`src/rtl/fifo_burst_reader_if.sv`:
```
// Signal bundle between the burst reader, the FIFO read port and the downstream
// stream consumer. The master modport is the reader's view; slave is the environment's.
interface fifo_burst_reader_if #(
  parameter int WIDTH     = 8,
  parameter int MAX_BURST = 16
);
  localparam int LEN_W = $clog2(MAX_BURST) + 1;

  // FIFO read side
  logic             o_Rd_En;
  logic             i_Rd_DV;
  logic [WIDTH-1:0] i_Rd_Data;
  logic             i_Empty;
  logic             i_AE_Flag;

  // Burst control
  logic [LEN_W-1:0] i_Burst_Len;
  logic             i_Flush;

  // Stream out: a word transfers on a cycle where o_Tx_DV and i_Tx_Ready are both
  // high; o_Tx_DV never waits on i_Tx_Ready and, once high, o_Tx_DV/o_Tx_Data/
  // o_Tx_Last hold until that transfer.
  logic             o_Tx_DV;
  logic [WIDTH-1:0] o_Tx_Data;
  logic             o_Tx_Last;
  logic             i_Tx_Ready;

  // Status
  logic             o_Busy;
  logic             o_Err;

  modport master (
    output o_Rd_En, o_Tx_DV, o_Tx_Data, o_Tx_Last, o_Busy, o_Err,
    input  i_Rd_DV, i_Rd_Data, i_Empty, i_AE_Flag, i_Burst_Len, i_Flush, i_Tx_Ready
  );

  modport slave (
    input  o_Rd_En, o_Tx_DV, o_Tx_Data, o_Tx_Last, o_Busy, o_Err,
    output i_Rd_DV, i_Rd_Data, i_Empty, i_AE_Flag, i_Burst_Len, i_Flush, i_Tx_Ready
  );
endinterface

```
`src/rtl/fifo_burst_reader.sv`:
```
// Read-side master for a single-clock DPRAM FIFO: issues reads, absorbs the RAM
// read latency in a small circular buffer and emits valid/ready bursts with a last marker.
module fifo_burst_reader #(
  parameter int WIDTH     = 8,
  parameter int BUF_DEPTH = 4,
  parameter int MAX_BURST = 16
) (
  input  logic                 i_Clk,
  input  logic                 i_Rst_L,
  fifo_burst_reader_if.master  bus,
  output logic [1:0]           o_State
);

  localparam int LEN_W = $clog2(MAX_BURST) + 1;
  localparam int PTR_W = $clog2(BUF_DEPTH);
  localparam int CNT_W = PTR_W + 1;
  localparam int SUM_W = CNT_W + 1;

  localparam logic [LEN_W-1:0] ONE_LEN   = LEN_W'(1);
  localparam logic [LEN_W-1:0] MAX_LEN   = LEN_W'(MAX_BURST);
  localparam logic [SUM_W-1:0] DEPTH_SUM = SUM_W'(BUF_DEPTH);

  typedef enum logic [1:0] {
    IDLE  = 2'd0,
    BURST = 2'd1,
    DRAIN = 2'd2
  } state_e;

  state_e           state_q,  state_d;
  logic [LEN_W-1:0] len_q,    len_d;
  logic [LEN_W-1:0] issued_q, issued_d;
  logic [LEN_W-1:0] sent_q,   sent_d;
  logic [PTR_W-1:0] wr_ptr_q, wr_ptr_d;
  logic [PTR_W-1:0] rd_ptr_q, rd_ptr_d;
  logic [CNT_W-1:0] occ_q,    occ_d;
  logic [CNT_W-1:0] infl_q,   infl_d;
  logic             err_q,    err_d;
  logic [WIDTH-1:0] mem_q [BUF_DEPTH];
  logic [WIDTH-1:0] mem_d [BUF_DEPTH];

  logic [LEN_W-1:0] len_clamped;
  logic [SUM_W-1:0] committed;
  logic             rd_en;
  logic             push;
  logic             pop;
  logic             tx_dv;

  always_comb begin
    len_clamped = bus.i_Burst_Len;
    if (bus.i_Burst_Len == '0) begin
      len_clamped = ONE_LEN;
    end else if (bus.i_Burst_Len > MAX_LEN) begin
      len_clamped = MAX_LEN;
    end
  end

  // Words already buffered plus words still coming back from the RAM; capping this
  // at BUF_DEPTH is what guarantees every returning word has a free slot.
  assign committed = SUM_W'(occ_q) + SUM_W'(infl_q);

  assign rd_en = (state_q == BURST) && !bus.i_Empty &&
                 (issued_q < len_q) && (committed < DEPTH_SUM);

  // A data-valid with nothing outstanding is not ours to keep.
  assign push  = bus.i_Rd_DV && (infl_q != '0);
  assign tx_dv = (occ_q != '0);
  assign pop   = tx_dv && bus.i_Tx_Ready;

  always_comb begin
    infl_d = infl_q;
    case ({rd_en, push})
      2'b10:   infl_d = infl_q + CNT_W'(1);
      2'b01:   infl_d = infl_q - CNT_W'(1);
      default: infl_d = infl_q;
    endcase

    occ_d = occ_q;
    case ({push, pop})
      2'b10:   occ_d = occ_q + CNT_W'(1);
      2'b01:   occ_d = occ_q - CNT_W'(1);
      default: occ_d = occ_q;
    endcase

    mem_d    = mem_q;
    wr_ptr_d = wr_ptr_q;
    rd_ptr_d = rd_ptr_q;
    if (push) begin
      mem_d[wr_ptr_q] = bus.i_Rd_Data;
      wr_ptr_d        = wr_ptr_q + PTR_W'(1);
    end
    if (pop) begin
      rd_ptr_d = rd_ptr_q + PTR_W'(1);
    end

    err_d = err_q | (bus.i_Rd_DV && (infl_q == '0));
  end

  always_comb begin
    state_d  = state_q;
    len_d    = len_q;
    issued_d = issued_q;
    sent_d   = sent_q;
    if (rd_en) issued_d = issued_q + ONE_LEN;
    if (pop)   sent_d   = sent_q + ONE_LEN;

    case (state_q)
      IDLE: begin
        if (!bus.i_AE_Flag && !bus.i_Empty) begin
          state_d  = BURST;
          len_d    = len_clamped;
          issued_d = '0;
          sent_d   = '0;
        end else if (bus.i_Flush && !bus.i_Empty) begin
          state_d  = BURST;
          len_d    = ONE_LEN;
          issued_d = '0;
          sent_d   = '0;
        end
      end
      BURST: begin
        if (issued_d == len_q) state_d = DRAIN;
      end
      DRAIN: begin
        if (sent_d == len_q) state_d = IDLE;
      end
      default: begin
        state_d = IDLE;
      end
    endcase
  end

  always_ff @(posedge i_Clk) begin
    if (!i_Rst_L) begin
      state_q  <= IDLE;
      len_q    <= '0;
      issued_q <= '0;
      sent_q   <= '0;
      wr_ptr_q <= '0;
      rd_ptr_q <= '0;
      occ_q    <= '0;
      infl_q   <= '0;
      err_q    <= 1'b0;
      for (int i = 0; i < BUF_DEPTH; i++) begin
        mem_q[i] <= '0;
      end
    end else begin
      state_q  <= state_d;
      len_q    <= len_d;
      issued_q <= issued_d;
      sent_q   <= sent_d;
      wr_ptr_q <= wr_ptr_d;
      rd_ptr_q <= rd_ptr_d;
      occ_q    <= occ_d;
      infl_q   <= infl_d;
      err_q    <= err_d;
      for (int i = 0; i < BUF_DEPTH; i++) begin
        mem_q[i] <= mem_d[i];
      end
    end
  end

  assign bus.o_Rd_En   = rd_en;
  assign bus.o_Tx_DV   = tx_dv;
  assign bus.o_Tx_Data = mem_q[rd_ptr_q];
  assign bus.o_Tx_Last = tx_dv && (sent_q == (len_q - ONE_LEN));
  assign bus.o_Busy    = (state_q != IDLE);
  assign bus.o_Err     = err_q;
  assign o_State       = state_q;

endmodule

```
`src/flat_wrapper.sv`:
```
// flat-port wrapper written by rule: the top's interface ports become plain ports
module fifo_burst_reader_flat 
#(
  parameter int WIDTH     = 8,
  parameter int BUF_DEPTH = 4,
  parameter int MAX_BURST = 16
)
  (i_Clk, i_Rst_L, o_State, bus_o_Rd_En, bus_o_Tx_DV, bus_o_Tx_Data, bus_o_Tx_Last, bus_o_Busy, bus_o_Err, bus_i_Rd_DV, bus_i_Rd_Data, bus_i_Empty, bus_i_AE_Flag, bus_i_Burst_Len, bus_i_Flush, bus_i_Tx_Ready);
  fifo_burst_reader_if #(.WIDTH(WIDTH), .MAX_BURST(MAX_BURST)) bus_i ();
  input  logic i_Clk;
  input  logic i_Rst_L;
  output logic [1:0] o_State;
  output wire logic [$bits(bus_i.o_Rd_En)-1:0] bus_o_Rd_En;
  output wire logic [$bits(bus_i.o_Tx_DV)-1:0] bus_o_Tx_DV;
  output wire logic [$bits(bus_i.o_Tx_Data)-1:0] bus_o_Tx_Data;
  output wire logic [$bits(bus_i.o_Tx_Last)-1:0] bus_o_Tx_Last;
  output wire logic [$bits(bus_i.o_Busy)-1:0] bus_o_Busy;
  output wire logic [$bits(bus_i.o_Err)-1:0] bus_o_Err;
  input wire logic [$bits(bus_i.i_Rd_DV)-1:0] bus_i_Rd_DV;
  input wire logic [$bits(bus_i.i_Rd_Data)-1:0] bus_i_Rd_Data;
  input wire logic [$bits(bus_i.i_Empty)-1:0] bus_i_Empty;
  input wire logic [$bits(bus_i.i_AE_Flag)-1:0] bus_i_AE_Flag;
  input wire logic [$bits(bus_i.i_Burst_Len)-1:0] bus_i_Burst_Len;
  input wire logic [$bits(bus_i.i_Flush)-1:0] bus_i_Flush;
  input wire logic [$bits(bus_i.i_Tx_Ready)-1:0] bus_i_Tx_Ready;
  assign bus_o_Rd_En = bus_i.o_Rd_En;
  assign bus_o_Tx_DV = bus_i.o_Tx_DV;
  assign bus_o_Tx_Data = bus_i.o_Tx_Data;
  assign bus_o_Tx_Last = bus_i.o_Tx_Last;
  assign bus_o_Busy = bus_i.o_Busy;
  assign bus_o_Err = bus_i.o_Err;
  assign bus_i.i_Rd_DV = bus_i_Rd_DV;
  assign bus_i.i_Rd_Data = bus_i_Rd_Data;
  assign bus_i.i_Empty = bus_i_Empty;
  assign bus_i.i_AE_Flag = bus_i_AE_Flag;
  assign bus_i.i_Burst_Len = bus_i_Burst_Len;
  assign bus_i.i_Flush = bus_i_Flush;
  assign bus_i.i_Tx_Ready = bus_i_Tx_Ready;
  fifo_burst_reader #(.WIDTH(WIDTH), .BUF_DEPTH(BUF_DEPTH), .MAX_BURST(MAX_BURST)) u_core (.i_Clk(i_Clk), .i_Rst_L(i_Rst_L), .bus(bus_i), .o_State(o_State));
endmodule
```
`config.mk`:
```
export PLATFORM = sky130hd
export DESIGN_NAME = fifo_burst_reader_flat
export DESIGN_NICKNAME = d
export VERILOG_FILES = /design/src/rtl/fifo_burst_reader_if.sv /design/src/rtl/fifo_burst_reader.sv /design/src/flat_wrapper.sv
export SDC_FILE = /design/constraint.sdc
export NUM_CORES = 1
export LEC_CHECK = 0
export CORE_MARGIN = 1
export CORE_UTILIZATION = 51
export CTS_CLUSTER_DIAMETER = 40
export DETAILED_ROUTE_END_ITERATION = 6
export PLACE_DENSITY = 0.77
export SYNTH_ARGS = -nofsm -noshare
export SYNTH_HDL_FRONTEND = slang
export SYNTH_SLANG_ARGS = --single-unit
```
`constraint.sdc`:
```
create_clock -name i_Clk -period 3 [get_ports i_Clk]
set_clock_uncertainty 0.15 [all_clocks]
set_input_delay 0.75 -clock i_Clk [delete_from_list [all_inputs] [get_ports i_Clk]]
set_output_delay 0.75 -clock i_Clk [all_outputs]
set_load 0.1 [all_outputs]
```
==> metrics.md, run 1 <==
| Metric | Value |
|---|---|
| Initial antenna violation count | `0` |
| Wire length per cell | `14.3 um` |
| Min Tclk post-route | `2930 ps` |
| Slowest library cell on the worst path | `clkdlybuf4s50_1` |
| Ys async rst share | `0%` |
| Vias per cell | `5.36` |
| Slew Viols, Final | `0` |
| Worst path cell trace | `clkdlybuf4s50_1 > nor3_1 > and3_1 > o21a_1 > buf_6 > buf_12` |
| IO Pins | `35` |
| Die Span X | `81.9 um` |
| 1st-pass router iterations | `4` |
| Hold Vio Cnt, Final | `0` |
| First-pass GRT wire length | `11.3 mm` |
| WS Path Type | `in -> out` |
| Die Span Y | `81.9 um` |
| DRC | `0` |
| Top FF cell, synth | `dfxtp_1` |
| Vias in the first global route | `2,503` |
| VDD IR max | `0.000431 V` |
| Post-synth cell types | `46` |
| CTS tree | `built` |
| Synth area leader | `dfxtp_1` |
| Core area | `6030 um^2` |
| CP arrival | `2030 ps` |
| Worst reg2reg path depth | `12` |
| First-iteration detailed-routing DRC count | `150` |
| Nets | `457` |
| Clock latency on the worst-skew pair | `340 ps` |
| Tightest Pin Transition | `475 ps` |
| PortBufs | `34` |
| Seq/Total Area, Yosys | `36.9%` |
| Most frequent cells after synthesis | `87 x nand2_1, 60 x dfxtp_1, 38 x a21boi_0` |
| Final setup viols | `0` |
| Worst Path Required | `2100 ps` |
| Flops & latches, synth | `60` |
| Clock root buffer | `clkbuf_8` |
| CP max stage delay | `430 ps` |
| Clock-pin slew on the worst setup and hold paths | `70 ps` |
| P_leak | `1.45 nW` |
| Die area | `6700 um^2` |
| Initial Utilization | `54.0%` |
| Vias | `2,678` |
| Final period util | `97.8%` |
| Status | `finished, final reports clean` |
| Worst Setup Start Kind | `input port` |
| Crit. End Element | `output port` |
| FILL cells | `477` |
| Layout Cells excl Fill | `500` |
| N_diodes | `0` |
| Post-detail-place hpwl | `5.22 mm` |
| Ranking of synthesized cells by area | `dfxtp_1 37%, nand2_1 10%, a21boi_0 8.8%` |
| Most common cell in the synthesized netlist | `nand2_1` |
| Hold path depth | `2` |
| CTS max path bufs | `2` |
| Yosys Warn Count | `0` |
| Placed Cells | `481` |
| Worst min path class | `reg -> reg` |
| Sink Count | `60` |
| EDFF count, synth | `0` |
| Gr usage total | `23.0%` |
| Post-synthesis instance total | `378` |
| Largest net degree at the start of global routing | `48` |
| Top cell type's share of synthesized area | `36.9%` |
| Inserted Clock Buffers | `9` |
| Std cell rows | `28` |
| H-tree lvl count | `3` |
| Final WL | `7.13 mm` |
| Layout cell share with drive strength beyond 1 | `15.1%` |
| DRT antenna net count | `0` |
| Pwr/cell area | `492 nW/um^2` |
| Grt total ovfl | `0` |
| Max_cap viols | `0` |
| Number of hold buffers added after CTS | `0` |
| Setup slack after layout | `66.5 ps` |
| Worst Path Max Fanout | `4` |
| Post-Syn Area per Cell | `8.61 um^2` |
| Syn Nets | `415` |
| Post-Place Worst Slack | `-158 ps` |
| Placer Congestion | `0.852` |
| Worst slew margin relative to its limit | `68.3%` |
| Max Fclk | `341 MHz` |
| Synthesized cell area | `3250 um^2` |
| Area Growth Syn to Fin | `24.2%` |
registers in the layout (all words and copies together) (netlist names):
signal	flops
u_core.sent_q	5
u_core.wr_ptr_q	2
u_core.rd_ptr_q	2
u_core.mem_q	32
u_core.issued_q	5
u_core.o_State	2
u_core.occ_q	3
u_core.len_q	5
u_core.infl_q	3
u_core.bus.o_Err	1
final timing paths:
check / slack [ps] / endpoint / start
worst min register to register: 310 / u_core.mem_q[28] / u_core.mem_q[28]
worst min-delay path: 310 / u_core.mem_q[28] / u_core.mem_q[28]
worst max register to register: 280 / u_core.infl_q[2] / u_core.len_q[2]
worst max-delay path: 70 / bus_o_Rd_En / bus_i_Empty
kinds of logic (layout without fill, tap and decap cells):
logic type	Yosys count	in the layout	share of synthesized area, %
xor+xnor	28	28	7.77
fa+ha+maj	18	18	7.31
mux	10	10	6.15
compound gates	67	67	14.7
buf+inv	38	85	4.65
simple gates	157	157	22.5
flops	60	60	36.9
routing by layer:
metal  GRT usage, %  part of all wire (%)
met1           28.5                    45
met2           37.4                    49
met3           7.22                   4.9
met4           8.25                   1.4
met5              0                     0
worst max-delay path, delay by kind of cell:
family,cells,cell delay [ps]
buffers and inverters,3,720
AND/OR/NAND/NOR,2,390
AO/OA/AOI/OAI,1,170
cell type report:
type | count | area, um^2 | area share [%]
clock inverter | 4 | 47.5 | 1.18
sequential | 60 | 1200 | 29.8
inverter | 19 | 76.3 | 1.89
tap | 75 | 93.8 | 2.32
clock buffer | 12 | 155 | 3.84
timing repair buffer | 50 | 552 | 13.7
multi-input combinational | 280 | 1910 | 47.3
through the flow:
stage | power (mW) | hold slack [ps] | utilization, % | TNS, ps | instance area [um^2]
6_report | 1.99 | 312 | 67.0 | 0 | 4040
3_5_place_dp | 1.26 | 307 | 63.2 | -158 | 3810
3_3_place_gp | 1.26 | 296 | 63.2 | -90.1 | 3810
2_1_floorplan | 1.14 | 290 | - | 0 | 3270
4_1_cts | 2.00 | 315 | 66.6 | 0 | 4010
5_1_grt | 2.06 | 329 | 67.0 | -22.7 | 4040
repair_timing:
action | 4_1_cts | 5_1_grt
buffers inserted | 0 | 3
gates resized for setup | 0 | 1
endpoints found under the setup margin | 0 | 1
power breakdown:
part	internal [mW]	total [mW]	switching [mW]
Clock	0.426	0.740	0.314
Combinational	0.154	0.405	0.251
Sequential	0.819	0.842	0.0234
Total	1.40	1.99	0.588
cell usage in the layout (no fill, tap or decap), drive strengths merged, types with 10 or more instances in the layout:
cell type and n:
a21boi 38, and2 12, buf 31, clkbuf 12
clkdlybuf4s50 19, dfxtp 60, ha 15, inv 19
nand2 89, nand3 10, nor2 16, xnor2 18
xor2 10
Note: power is estimated with default switching activity, not from simulation.
==> run 2, diff against run 1 <==
CTS_CLUSTER_DIAMETER = 60   (was 40)
SETUP_SLACK_MARGIN = 0.05   (was default)
==> metrics.md, run 2 (same netlist as run 1, synthesis figures left out) <==
| Metric | Value |
|---|---|
| VDD IR max | `0.000421 V (-2.4%)` |
| Initial antenna violation count | `0 (unchanged)` |
| Inserted Clock Buffers | `9 (unchanged)` |
| Nets | `454 (-0.66%)` |
| Worst min path class | `reg -> reg` |
| Core area | `6030 um^2 (unchanged)` |
| Layout cell share with drive strength beyond 1 | `15.2% (+0.11 points)` |
| Largest net degree at the start of global routing | `38 (-21%)` |
| Reg-to-Reg Start | `u_core.len_q[2]` |
| Max_cap viols | `0 (unchanged)` |
| CTS max path bufs | `2 (unchanged)` |
| PortBufs | `34 (unchanged)` |
| Buffer count from post-CTS setup fixing | `0 (unchanged)` |
| Slew Viols, Final | `0 (unchanged)` |
| Placer Congestion | `0.912 (+7.1%)` |
| CP arrival | `2060 ps (+30 ps)` |
| FF-to-FF End | `u_core.infl_q[2]` |
| 1st-pass router iterations | `4 (unchanged)` |
| Area Growth Syn to Fin | `25.7%` |
| Overall Power | `2.19 mW (+10%)` |
| Commonest non-fill, non-tap cell in the layout | `nand2_1` |
| Initial Utilization | `54.0% (unchanged)` |
| Final setup viols | `0 (unchanged)` |
| Pwr/cell area | `535 nW/um^2 (+8.8%)` |
| Sink Count | `60 (unchanged)` |
| Max reg flops | `32 (unchanged)` |
| Crit. End Element | `output port` |
| Hold EP | `u_core.mem_q[12]` |
| DRC | `0 (unchanged)` |
| Std cell rows | `28 (unchanged)` |
| Hold path start | `u_core.mem_q[12]` |
| Worst Path Max Fanout | `7 (+3)` |
| Grt total ovfl | `0 (unchanged)` |
| CTS tree | `built` |
| First-iteration detailed-routing DRC count | `173 (+15%)` |
| Hold Vio Cnt, Final | `0 (unchanged)` |
| Gr usage total | `24.3% (+1.3 points)` |
| First-pass GRT wire length | `12.0 mm (+5.7%)` |
| Number of hold buffers added after CTS | `0 (unchanged)` |
| Worst Setup Start Kind | `input port` |
| Status | `finished, final reports clean` |
| Vias in the first global route | `2,536 (+1.3%)` |
| Wire length per cell | `14.9 um (+4.3%)` |
| DRT antenna net count | `0 (unchanged)` |
| Clock latency on the worst-skew pair | `350 ps (about the same)` |
| Final WL | `7.39 mm (+3.7%)` |
| Worst Path Required | `2100 ps (about the same)` |
| Final period util | `98.6% (+0.78 points)` |
| Die area | `6700 um^2 (unchanged)` |
| Reg2reg setup slack | `330 ps (+50 ps)` |
| IO Pins | `35 (unchanged)` |
| Vias per cell | `5.43 (+1.3%)` |
| Worst slew margin relative to its limit | `63.6% (-4.7 points)` |
| Worst reg2reg path depth | `12 (unchanged)` |
| H-tree lvl count | `3 (unchanged)` |
| Post-route cell area | `4090 um^2 (+1.2%)` |
| Die Span X | `81.9 um (unchanged)` |
| Clock root buffer | `clkbuf_8` |
| Clock-pin slew on the worst setup and hold paths | `70 ps (about the same)` |
| WS Path Type | `in -> out` |
| Largest Register | `u_core.mem_q` |
| Max Fclk | `338 MHz (-0.79%)` |
| Vias | `2,697 (+0.71%)` |
| Die Span Y | `81.9 um (unchanged)` |
| N_diodes | `0 (unchanged)` |
| Post-detail-place hpwl | `5.24 mm (+0.37%)` |
| Hold path depth | `2 (unchanged)` |
| DP Area | `3820 um^2 (+0.33%)` |
| Tightest Pin Transition | `544 ps (+69.2 ps)` |
| RSZ-0062 raised after global routing | `yes` |
| Min Tclk post-route | `2960 ps (+23.4 ps)` |
| P_leak | `1.46 nW (+1.1%)` |
| Highest-count cells in the layout ignoring fill and taps | `87 x nand2_1, 56 x dfxtp_1, 37 x a21boi_0, 19 x clkdlybuf4s50_1` |
[run 2: cell count changes in the layout (fill, tap and decap cells not counted), sizes merged]
| cell | before | now |
|---|---|---|
| buf | 31 | 28 |
| bufinv | 1 | 3 |
| clkbuf | 12 | 11 |
| clkinvlp | 1 | 0 |
[run 2: how the worst max path moves through the flow]
stage	from	cells past startpoint	to
after floorplan	u_core.len_q[3]	14	u_core.infl_q[2]
after global placement	bus_i_Empty	11	u_core.infl_q[2]
after detailed placement	bus_i_Empty	11	u_core.infl_q[2]
after CTS	bus_i_Empty	6	bus_o_Rd_En
after global routing	bus_i_Empty	6	bus_o_Rd_En
final	bus_i_Empty	6	bus_o_Rd_En
[run 2: power breakdown]
group / switching [mW] / internal (mW)
Clock: 0.338 / 0.600
Sequential: 0.0241 / 0.819
Combinational: 0.253 / 0.154
[run 2: layout make-up]
class / count / area, um^2
clock buffers: 11 / 151
clock inverters: 5 / 108
fillers: 482 / 1940
inverters: 19 / 76.3
multi-input cells: 280 / 1910
flip-flops and latches: 60 / 1210
well taps: 75 / 93.8
repair buffers: 47 / 542
[run 2: repair_timing]
item,CTS,global route
pin swaps,2,0
hold endpoints to repair,0,0
endpoints found under the setup margin,1,3
resized for setup,1,3
[run 2: metrics by stage]
| step | setup slack [ps] | setup TNS, ps | hold slack, ps | instances | utilization, % |
|---|---|---|---|---|---|
| after floorplan | 63.4 | 0 | 290 | 378 | - |
| after global placement | -80.6 | -80.6 | 296 | 481 | 63.5 |
| after detailed placement | -190 | -190 | 305 | 481 | 63.5 |
| after CTS | 52.3 | 0 | 315 | 497 | 67.8 |
| after global routing | -6.57 | -6.57 | 332 | 497 | 67.9 |
| final | 43.0 | 0 | 312 | 497 | 67.9 |
[run 2: worst max-delay path, stage by stage]
cell and delay [ps]:
clkdlybuf4s50_1 430, nor3_1 180, and3_1 200, o21a_1 170, buf_6 150, buf_12 170
[run 2: routing by layer]
metal | vias up | part of all wire [%] | track usage, %
li1 | 1353 | - | -
met1 | 1265 | 47 | 31.9
met2 | 68 | 46 | 38.3
met3 | 11 | 5.3 | 5.56
met4 | 0 | 1.5 | 9.82
met5 | - | 0 | 0
